## config.mk

```make
export PLATFORM = sky130hd
export DESIGN_NAME = uart_rx_multisampler
export DESIGN_NICKNAME = d
export VERILOG_FILES = /design/src/rtl/uart_rx_pkg.sv /design/src/rtl/sample_window_calc.sv /design/src/rtl/uart_rx_multisampler.sv
export SDC_FILE = /design/constraint.sdc
export NUM_CORES = 1
export LEC_CHECK = 0
export CELL_PAD_IN_SITES_DETAIL_PLACEMENT = 1
export CELL_PAD_IN_SITES_GLOBAL_PLACEMENT = 2
export CORE_MARGIN = 2
export CORE_UTILIZATION = 33
export CTS_BUF_LIST = sky130_fd_sc_hd__clkbuf_2 sky130_fd_sc_hd__clkbuf_4 sky130_fd_sc_hd__clkbuf_8
export CTS_CLUSTER_DIAMETER = 200
export DETAILED_ROUTE_END_ITERATION = 12
export PLACE_DENSITY_LB_ADDON = 0.2
export RECOVER_POWER = 100
export SLEW_MARGIN = 5
export SYNTH_ARGS = -nofsm -noshare
export SYNTH_HDL_FRONTEND = slang
export SYNTH_SLANG_ARGS = --single-unit
```

## constraint.sdc

```tcl
create_clock -name CLK -period 3.8 [get_ports CLK]
set_clock_uncertainty 0.2 [all_clocks]
set_input_delay 0.57 -clock CLK [delete_from_list [all_inputs] [get_ports CLK]]
set_output_delay 0.57 -clock CLK [all_outputs]
set_load 0.01 [all_outputs]
```

## src/rtl/uart_rx_pkg.sv

```systemverilog
// Shared definitions for the UART receiver datapath: sample-count encodings
// and the helpers that turn an encoding into a sample count.
package uart_rx_pkg;

    typedef enum logic [1:0] {
        SAMP_1 = 2'd0,
        SAMP_3 = 2'd1,
        SAMP_5 = 2'd2,
        SAMP_7 = 2'd3
    } samp_mode_e;

    localparam int MAX_K = 3;
    localparam int K_W   = $clog2(MAX_K + 1);

    // N = 2*mode + 1
    function automatic logic [3:0] mode_to_n(input logic [1:0] mode);
        return {1'b0, mode, 1'b1};
    endfunction

endpackage

```

## src/rtl/sample_window_calc.sv

```systemverilog
// Combinational sample-window geometry from the latched configuration:
// first/last sample edge, decision edge, half-width K and a legality flag.
module sample_window_calc
    import uart_rx_pkg::*;
#(
    parameter int PRESCALE_W  = 6,
    parameter int MAX_SAMPLES = 7
) (
    input  logic [PRESCALE_W-1:0] cfg_presc,
    input  logic [1:0]            cfg_mode,
    output logic [PRESCALE_W:0]   first,
    output logic [PRESCALE_W:0]   last,
    output logic [PRESCALE_W:0]   dec,
    output logic [K_W-1:0]        k,
    output logic                  legal
);
    localparam int W = PRESCALE_W + 1;

    logic [3:0]   n;
    logic [W-1:0] n_ext;
    logic [W-1:0] mid;

    // One extra bit of width keeps underflow of mid/first visible.
    always_comb begin
        n     = mode_to_n(cfg_mode);
        n_ext = W'(n);
        k     = K_W'(cfg_mode);
        mid   = {2'b00, cfg_presc[PRESCALE_W-1:1]} - W'(1);
        first = mid - W'(k);
        last  = mid + W'(k);
        dec   = last + W'(1);
        legal = !cfg_presc[0]
             && ({1'b0, cfg_presc} >= (n_ext + W'(1)))
             && (n <= 4'(MAX_SAMPLES));
    end

endmodule

```

## src/rtl/uart_rx_multisampler.sv

```systemverilog
// Oversampling bit sampler: collects 1/3/5/7 samples around the bit midpoint,
// majority-votes them and flags non-unanimous windows as noise.
module uart_rx_multisampler
    import uart_rx_pkg::*;
#(
    parameter int PRESCALE_W  = 6,
    parameter int MAX_SAMPLES = 7
) (
    input  logic                  CLK,
    input  logic                  RST,
    input  logic [PRESCALE_W-1:0] prescale,
    input  logic [1:0]            samp_mode,
    input  logic                  data_samp_en,
    input  logic                  RX_IN,
    input  logic [PRESCALE_W-1:0] edge_counter,
    output logic                  sampled_bit,
    output logic                  sample_valid,
    output logic                  noise_err,
    output logic                  cfg_err
);
    logic [PRESCALE_W-1:0] cfg_presc;
    samp_mode_e            cfg_mode;
    logic [PRESCALE_W:0]   first, last, dec;
    logic [K_W-1:0]        k;
    logic                  legal;
    logic [2:0]            ones;
    logic                  any0;
    logic                  win_act;
    logic [PRESCALE_W:0]   ec;
    logic                  samp_ok;

    sample_window_calc #(
        .PRESCALE_W (PRESCALE_W),
        .MAX_SAMPLES(MAX_SAMPLES)
    ) u_window (
        .cfg_presc(cfg_presc),
        .cfg_mode (cfg_mode),
        .first    (first),
        .last     (last),
        .dec      (dec),
        .k        (k),
        .legal    (legal)
    );

    assign ec      = {1'b0, edge_counter};
    assign samp_ok = data_samp_en && legal && !cfg_err;

    always_ff @(posedge CLK or negedge RST) begin
        if (!RST) begin
            cfg_presc <= '0;
            cfg_mode  <= SAMP_1;
            cfg_err   <= 1'b0;
        end else begin
            if (!data_samp_en) begin
                cfg_presc <= prescale;
                cfg_mode  <= samp_mode_e'(samp_mode);
            end
            cfg_err <= !legal;
        end
    end

    // win_act marks a window that was loaded at `first`; a skipped or
    // reset-interrupted window never reaches a decision.
    always_ff @(posedge CLK or negedge RST) begin
        if (!RST) begin
            ones    <= '0;
            any0    <= 1'b0;
            win_act <= 1'b0;
        end else if (!data_samp_en) begin
            ones    <= '0;
            any0    <= 1'b0;
            win_act <= 1'b0;
        end else if (samp_ok) begin
            if (ec == first) begin
                ones    <= {2'b00, RX_IN};
                any0    <= ~RX_IN;
                win_act <= 1'b1;
            end else if (win_act && ec > first && ec <= last) begin
                ones <= ones + {2'b00, RX_IN};
                any0 <= any0 | ~RX_IN;
            end else if (ec == dec) begin
                win_act <= 1'b0;
            end
        end
    end

    always_ff @(posedge CLK or negedge RST) begin
        if (!RST) begin
            sampled_bit  <= 1'b0;
            sample_valid <= 1'b0;
            noise_err    <= 1'b0;
        end else begin
            sample_valid <= 1'b0;
            if (samp_ok && win_act && ec == dec) begin
                sample_valid <= 1'b1;
                sampled_bit  <= (ones > {1'b0, k});
                noise_err    <= (ones != 3'd0) && any0;
            end
        end
    end

endmodule

```

* After elaboration in Yosys (flattened, before gate mapping)
Index checks and enable logic that the tools add are counted.
** Word-level totals
- Bits of input ports :: 18
- Register bits :: 17
- Logic and storage cells :: 55
** Cells by class
- Equal/unequal tests :: 6
- Bitwise operators :: 2
- Magnitude comparators :: 4
- Reductions and logical operators :: 14
- Multiplexer cells :: 14
- $add $sub $neg :: 6
** Operators by type and width (number)
- 6-bit by 7-bit equality test with 1-bit output :: 2
- 3-bit 2-to-1 mux :: 4
- 1-bit 2-to-1 mux :: 10
- 1-bit logical AND :: 8
- 7-bit by 1-bit adder with 7-bit output, second input constant :: 1
- 7-bit by 2-bit adder with 7-bit output :: 1
- 6-bit by 7-bit >= comparator with 1-bit output :: 1
- 6-bit by 7-bit greater-than comparator with 1-bit output :: 1
- 6-bit by 7-bit less-or-equal comparator with 1-bit output :: 1
- 7-bit by 2-bit subtractor with 7-bit output :: 1
- 3-bit by 1-bit inequality test with 1-bit output, second input constant :: 2
- 5-bit by 1-bit subtractor with 6-bit output, second input constant :: 1
- 3-bit by 1-bit adder with 4-bit output, second input constant :: 1
- 3-bit by 1-bit adder with 3-bit output :: 1
- 3-bit by 2-bit greater-than comparator with 1-bit output :: 1
- 1-bit zero test :: 3
- 3-bit inequality test, second input constant :: 1
- 3-bit AND reduction :: 1
- 3-bit nonzero test :: 1
- 2-bit by 1-bit inequality test with 1-bit output, second input constant :: 1
- 2-bit AND reduction :: 1
- 1-bit NOT :: 1
- 1-bit OR :: 1

* Depth between registers and ports, before layout
Gate-level depths: netlist of the first run.
- Depth after elaboration :: 9
- Depth in mapped cells :: 16
- Depth with buffers taken out :: 16

* Hierarchy
From an unflattened synthesis of the first run, not the netlist that was laid out.
** Unflattened totals
- Cell total of the unflattened synthesis :: 208
- Area, all modules :: 1933.1 sq um
** Modules (own cells, without submodules)
- uart_rx_multisampler :: area an instance 1218.7 sq um, cells an instance 120, instances 1
- sample_window_calc :: area an instance 714.4 sq um, cells an instance 88, instances 1

* Least setup slack after synthesis of the first run
Ideal clock, no wire load.
- Path kind :: flip-flop to flip-flop
- Start :: register cfg_presc[1]
- End :: register any0
- Setup slack :: -76 ps
- Arrival time :: 3580 ps
- Cell stages (with the launch flop) :: 15
- Setup time :: 95 ps
- Clock period less this slack :: 3876 ps
- Cells stage by stage :: dfrtp_1 -> inv_1 -> ha_1 -> fa_1 -> or3_1 -> a31oi_2 -> xnor2_2 -> inv_1 -> ha_1 -> nand4_1 -> o22ai_1 -> a21oi_1 -> nor4_1 -> o21ai_1 -> o31ai_1
** Between the ends
- Word-level cells in the longest chain between the ends :: 7
- Elaborated cells between the ends (all ways) :: 18
- Classes of those cells :: 3 x add/sub; 3 x order compare; 3 x eq/ne; 3 x mux; 6 x reduce/logical
** RTL lines
- from (decl) :: RTL line uart_rx_multisampler.sv:21 : logic [PRESCALE_W-1:0] cfg_presc;
- from (signal assigned) :: RTL line uart_rx_multisampler.sv:55 : cfg_presc <= prescale;
- 5-bit by 1-bit subtractor with 6-bit output :: RTL line sample_window_calc.sv:28 : mid = {2'b00, cfg_presc[PRESCALE_W-1:1]} - W'(1);
- 7-bit by 2-bit subtractor with 7-bit output :: RTL line sample_window_calc.sv:29 : first = mid - W'(k);
- 6-bit by 7-bit greater-than comparator with 1-bit output :: RTL line uart_rx_multisampler.sv:78 : end else if (win_act && ec > first && ec <= last) begin
- 1-bit logical AND (2 in series) :: RTL line uart_rx_multisampler.sv:78
- 3-bit by 1-bit inequality test with 1-bit output (no source line)
- 2-bit AND reduction (no source line)
- to (signal assigned) :: RTL line uart_rx_multisampler.sv:76 : any0 <= ~RX_IN;
- to (signal assigned) :: RTL line uart_rx_multisampler.sv:80 : any0 <= any0 | ~RX_IN;
- to (decl) :: RTL line uart_rx_multisampler.sv:27 : logic any0;
Several ways; a longest one is shown, not always the timed one. The select of a mux whose other input is x is not followed.
A chain may end at the register's enable or synchronous reset.

* Worst setup path in the final report of the first run
- Start :: register cfg_presc[1]
- End :: register noise_err
** Between the ends
- Word-level cells in the longest chain between the ends :: 6
- Elaborated cells between the ends (all ways) :: 10
- Classes of those cells :: 3 x add/sub; 1 x order compare; 1 x eq/ne; 5 x reduce/logical
** RTL lines
- branches (longest 5 deep; another with 7-bit by 2-bit adder with 7-bit output)
- 1-bit logical AND (*) :: RTL line uart_rx_multisampler.sv:94 : if (samp_ok && win_act && ec == dec) begin
- to (signal assigned) :: RTL line uart_rx_multisampler.sv:97 : noise_err <= (ones != 3'd0) && any0;
- to (decl) :: RTL line uart_rx_multisampler.sv:18 : output logic noise_err,
Every way passes the cells marked *.

==> impl_metrics.toml, run 1 <==
[outcome]
outcome = "finished clean"

[sta]
rsz0062_at_grt = "false"
report.final.slew_viol_count = 0
max_freq_ghz = 0.275
hold_viol_final = 0
setup_violations = 0
max_slew_margin_pct = 46.2
fin_crit_sh_pct = 95.7
layout_min_cycle_time_ns = 3.64
worst_pin_slew_ns = 0.805

[setup_path]
crit_start = "cfg_presc[1]$_DFFE_PN0N_"
cp_num_cells = 13
cp_common_cell = "buf_4"
start_kind = "flop"
cpPeakStageDelay_ns = 0.41
cp_top_family = "simple AND/OR/NAND/NOR gates"
crit_end = "noise_err$_DFFE_PN0P_"
timing.rr.start = "cfg_presc[1]$_DFFE_PN0N_"
reg2reg_setup_slack_ns = 0.16
cp_max_fo = 6
worstPathRequired_ns = 3.74
path_class = "flop to flop"
cpMaxStageDelayCell = "xnor3_2"
path_cells = "inv_2 > ha_1 > inv_1 > fa_1 > buf_4 > xnor3_2 > and2_1 > xnor2_1 > or3_1 > nor4_2 > buf_4 > o211ai_2 > mux2_1"
worstPathArrival_ns = 3.58
reg2reg_to = "noise_err$_DFFE_PN0P_"
crit_buf_inv = 4
r2r_cells = 13
endpoint_kind = "flop"

[global_route]
grtUsageTotal_pct = 17.2
grt_pass1_vias = 1775
grt_max_degree = 18
grt_antenna_before_repair = 0
overflow = 0
grt_pass1_wl_mm = 8.54

[synth]
async_flop_share_pct = 100
synth.distinct_cells = 60
netlist_area_sq_um = 1870
synth_ff_type = "dfrtp_1"
synth_enable_flop_cells = 0
ys_seq_area_share_pct = 22.7
syn_area_per_cell_sq_um = 9.42
ys_seq_elements = 17
syn-num-nets = 244
yosys_warnings = 0
synthCells = 199

[finish]
drive_gt1_share_pct = 18.5
n_antenna_cell = 0
postLayoutCellArea_sq_um = 2310
finalNetCount = 278
fillers = 649
area_growth_pct = 23.2
final_util_pct = 41.9

[route]
drt_wl_total_mm = 4.92
drt-initial-drc-count = 22
via_count = 1590
drc = 0
drtPass1Iterations = 4
via_per_inst = 5.23
final_antenna_net_count = 0
routedWlPerCell_um = 16.2

[pwr]
p_per_area_nw_per_um2 = 351
p_leak_nw = 1.02
finalPower_uw = 810
vdd_drop_max_v = 0.000195

[run]
max-cap-violations = 0

[cts]
cts_sinks = 17
ctsHoldBuffers = 0
cts_buffers = 3
path_clk_slew_ns = 0.07
cts_max_path_buffers = 2
htree_num_levels = 1
worstSkewPairLatency_ns = 0.25
root_buffer = "clkbuf_8"
cts_tree = "done"

[placement]
dpl_cell_area_sq_um = 2240
dp_hpwl_mm = 4.06
gp_routability_congestion = 0.823
port_buffers = 21

[die]
initial_core_util_pct = 34.0
die_x_um = 79.4
dieArea_sq_um = 6300
die_h_um = 79.4
core_region_area_sq_um = 5510
pin_count = 22
rows = 27

[min_path]
hold_class = "flop to flop"
[cell families after synthesis]
kind of cell | synth area share, %
muxes | 7.68
DFF | 22.7
adders and majority gates | 19.9
and+or+nand+nor | 19.4
buffers and inverters | 5.87
AOI/OAI and AO/OA | 14.3
xor gates and xnor gates | 10.1
[per-layer routing]
layer / global-route usage (%) / vias to the layer above / wire, um
met2: 31.4 / 28 / 2500
li1: - / 781 / -
met3: 2.05 / 7 / 118
met5: 0 / - / 0
met1: 21.5 / 774 / 2220
met4: 4.14 / 0 / 75
[timing repair]
item,in CTS,in global routing
gates resized for setup,1,4
setup endpoints to repair,2,6
pin swaps,0,2
setup buffers,0,1
gates cloned,0,0
[per-stage QoR]
step	hold WS, ns	TNS [ns]	worst slack, ns	std cells
after floorplan	0.0744	0	0.0886	199
after global placement	0.281	0	0.0718	299
after detailed placement	0.282	-0.0143	-0.00825	299
after CTS	0.308	0	0.00483	303
after global routing	0.329	0	0.00756	304
final	0.291	0	0.162	304
[area by class of cell]
class	count	area (sq um)	area share, %
Sequential cell	17	425	18.4
Tap cell	72	90.1	3.90
Multi-Input combinational cell	157	1360	59.1
Clock buffer	3	41.3	1.79
Inverter	20	75.1	3.25
Clock inverter	1	5.00	0.217
Timing Repair Buffer	34	308	13.3
[cells in the mapped netlist, drive strengths merged (2+ instances only)]
cell type | number | area share, %
nor2 | 12 | 2.5
fa | 2 | 2.1
nand4 | 5 | 1.7
mux2 | 11 | 6.6
nand3 | 6 | 1.9
xor2 | 4 | 2.9
nand2 | 12 | 2.4
nand2b | 4 | 1.3
nor3 | 4 | 1.7
dfrtp | 17 | 23
and2b | 2 | 0.87
ha | 25 | 17
o21ai | 8 | 2.3
o21a | 5 | 2.0
or3 | 4 | 1.3
xnor2 | 9 | 6.0
a211oi | 2 | 0.80
a31oi | 3 | 1.3
buf | 4 | 1.7
mux2i | 2 | 1.1
inv | 20 | 4.0
nor2b | 4 | 1.3
o31ai | 3 | 1.2
maj3 | 2 | 1.1
o211ai | 2 | 1.1
o311ai | 2 | 0.93
a21oi | 5 | 1.3
nor4 | 3 | 1.0
[worst min-delay path by stage]
| stage | from | to | slack, ns | cells after the start |
|---|---|---|---|---|
| after floorplan | RST | any0$_DFFE_PN0P_ | 0.07 | 0 |
| after global placement | sampled_bit$_DFFE_PN0P_ | sampled_bit$_DFFE_PN0P_ | 0.28 | 1 |
| after detailed placement | sampled_bit$_DFFE_PN0P_ | sampled_bit$_DFFE_PN0P_ | 0.28 | 1 |
| after CTS | sampled_bit$_DFFE_PN0P_ | sampled_bit$_DFFE_PN0P_ | 0.31 | 1 |
| after global routing | noise_err$_DFFE_PN0P_ | noise_err$_DFFE_PN0P_ | 0.33 | 1 |
| final | sampled_bit$_DFFE_PN0P_ | sampled_bit$_DFFE_PN0P_ | 0.29 | 1 |
[cells in the final DEF, fill, tap and decap left out, drive strengths merged, types with 3 or more instances in the layout]
cell / instances
ha: 25
inv: 20
dfrtp: 17
clkdlybuf4s50: 15
buf: 13
nand2: 12
nor2: 12
mux2: 11
xnor2: 9
o21ai: 8
dlygate4sd3: 6
nand3: 6
nand4: 5
o21a: 5
a21oi: 5
nand2b: 4
or3: 4
nor2b: 4
xor2: 4
nor3: 4
o31ai: 3
clkbuf: 3
nor4: 3
a31oi: 3
[report_power, final]
group | total, mW | leakage (nW) | internal [mW] | switching [mW]
sequential | 0.210 | 0.217 | 0.192 | 0.0186
combinational | 0.463 | 0.782 | 0.224 | 0.239
clock | 0.136 | 0.0255 | 0.0728 | 0.0637
[sequential cells by signal, summed over array words and instances, names as in the netlist]
register	cells
cfg_err	1
ones	3
cfg_presc	6
win_act	1
noise_err	1
sampled_bit	1
any0	1
sample_valid	1
cfg_mode	2
[worst reg2reg max path: cells and delay by family, from the launching register on]
| family | cells | cell delay, ns |
|---|---|---|
| DFF | 1 | 0.40 |
| xor gates and xnor gates | 2 | 0.54 |
| buffers and inverters | 4 | 0.48 |
| and+or+nand+nor | 3 | 0.85 |
| AOI/OAI and AO/OA | 1 | 0.13 |
| adders and majority gates | 2 | 0.56 |
| muxes | 1 | 0.36 |
Power figures use the tool's default switching activity.
==> run 2: changes to the inputs <==
--- a/config.mk
+++ b/config.mk
@@ -14,6 +14,7 @@
 export DETAILED_ROUTE_END_ITERATION = 12
 export PLACE_DENSITY_LB_ADDON = 0.2
 export RECOVER_POWER = 100
+export REMOVE_ABC_BUFFERS = 1
 export SLEW_MARGIN = 5
 export SYNTH_ARGS = -nofsm -noshare
 export SYNTH_HDL_FRONTEND = slang
==> run 2 against run 1 <==
Sequential share of layout area fell by 0.48 points. Global-route usage fell by 0.62 points. Worst hold slack improved by 0.023 ns. Critical endpoint unchanged.
==> impl_metrics.toml, run 2 (synthesized netlist as in run 1, its figures left out) <==
[outcome]
outcome = "finished clean"

[global_route]
grt_pass1_wl_mm = 8.18
grtUsageTotal_pct = 16.6
overflow = 0
grt_antenna_before_repair = 0
grt_pass1_vias = 1680
grt_max_degree = 18

[cts]
htree_num_levels = 1
cts_sinks = 17
path_clk_slew_ns = 0.07
worstSkewPairLatency_ns = 0.25
root_buffer = "clkbuf_8"
cts_tree = "done"
cts_max_path_buffers = 2
cts_buffers = 3

[sta]
max_freq_ghz = 0.274
fin_crit_sh_pct = 95.9
hold_viol_final = 0
report.final.slew_viol_count = 0
layout_min_cycle_time_ns = 3.64
rsz0062_at_grt = "true"
setup_violations = 0
max_slew_margin_pct = 44.2
worst_pin_slew_ns = 0.835

[finish]
multi_input_area_sq_um = 1420
seqCellArea_sq_um = 425
regMostFlops = "cfg_presc"
n_antenna_cell = 0
stdcell_count = 304
final_common_cell = "ha_1"
largest_register_ff_count = 6
drive_gt1_share_pct = 22.8
final_cell_mix = "ha_1, inv_1, dfrtp_1, clkdlybuf4s50_1, buf_4"
area_growth_pct = 26.4
fillers = 653
final_util_pct = 43.0
top_regs = "cfg_presc x6, ones x3, cfg_mode x2"
finalNetCount = 278

[route]
routedWlPerCell_um = 16.6
met1_length_mm = 2.23
top_layer_used = "met4"
wl_met2_mm = 2.63
drtPass1Iterations = 4
via_count = 1594
via_per_inst = 5.24
final_antenna_net_count = 0
drc = 0
drt_wl_total_mm = 5.03
drt-initial-drc-count = 38
wl_met3_um = 127

[placement]
placed_cells = 295
gp_routability_congestion = 0.751
port_buffers = 21
dp_hpwl_mm = 4.04

[die]
pin_count = 22
initial_core_util_pct = 34.0
rows = 27
dieArea_sq_um = 6300
die_h_um = 79.4
core_region_area_sq_um = 5510
die_x_um = 79.4

[setup_path]
worstPathArrival_ns = 3.58
worstPathRequired_ns = 3.74
r2r_cells = 13
reg2reg_to = "noise_err$_DFFE_PN0P_"
cp_max_fo = 3
timing.rr.start = "cfg_presc[1]$_DFFE_PN0N_"
start_kind = "flop"
endpoint_kind = "flop"
path_class = "flop to flop"
crit_start = "cfg_presc[1]$_DFFE_PN0N_"
reg2reg_setup_slack_ns = 0.16
crit_end = "noise_err$_DFFE_PN0P_"

[min_path]
hold_class = "flop to flop"
min_from = "sampled_bit$_DFFE_PN0P_"

[run]
max-cap-violations = 0

[pwr]
p_per_area_nw_per_um2 = 350
vdd_drop_max_v = 0.000149
p_leak_nw = 1.03
[run 2: changes by cell type in the layout (fill, tap and decap cells not counted), sizes merged]
cell | before | now
clkinv | 1 | 0
clkbuf | 3 | 4
dlygate4sd3 | 6 | 4
clkdlybuf4s50 | 15 | 17
[run 2: worst min-delay path by stage]
stage / end / slack, ns / depth (start not counted)
CTS: sampled_bit$_DFFE_PN0P_ / 0.32 / 1
detailed placement: sampled_bit$_DFFE_PN0P_ / 0.31 / 1
floorplan: any0$_DFFE_PN0P_ / 0.07 / 0
finish: sampled_bit$_DFFE_PN0P_ / 0.31 / 1
global route: sampled_bit$_DFFE_PN0P_ / 0.33 / 1
global placement: noise_err$_DFFE_PN0P_ / 0.28 / 1
[run 2: through the flow]
step / hold WS [ns] / worst slack [ns] / power, mW / TNS, ns / area (sq um)
after floorplan: 0.0744 / -0.0760 / 0.523 / -0.127 / 1840
after global placement: 0.277 / 0.0827 / 0.639 / 0 / 2200
after detailed placement: 0.306 / -0.0678 / 0.655 / -0.177 / 2200
after CTS: 0.322 / 0.00568 / 0.808 / 0 / 2260
after global routing: 0.328 / -0.0390 / 0.908 / -0.0417 / 2370
final: 0.314 / 0.156 / 0.830 / 0 / 2370
[run 2: metal layers]
| layer | up-vias | global-route usage [%] |
|---|---|---|
| met2 | 26 | 29.9 |
| met4 | 0 | 3.10 |
| li1 | 783 | - |
| met3 | 6 | 3.07 |
| met1 | 779 | 20.7 |
| met5 | - | 0 |
[run 2: area by class of cell]
cell class	instances	share of cell area [%]
clock buffer	4	2.06
sequential	17	18.0
tap	72	3.80
multi-input combinational	157	60.0
timing repair buffer	34	13.0
inverter	20	3.17
[run 2: timing repair]
action                     4_1_cts  5_1_grt
pin swaps                        1       12
resized for setup                1       17
setup endpoints to repair        4        7
buffers inserted                 1        4
hold buffers                     0        0
[run 2: power breakdown]
group / internal [mW] / switching [mW]
logic: 0.227 / 0.252
registers: 0.192 / 0.0167
clock network: 0.0815 / 0.0619
total: 0.500 / 0.330
[run 2: critical path, stage by stage (launching register included)]
cell and delay, ns:
dfrtp_1 0.39, inv_2 0.07, ha_2 0.30, fa_2 0.58, inv_2 0.06, ha_2 0.25
xor2_1 0.14, a211oi_1 0.21, o21ai_0 0.14, nor2_1 0.18, nand3_1 0.14, nor4_4 0.35
o211ai_2 0.17, mux2_4 0.34
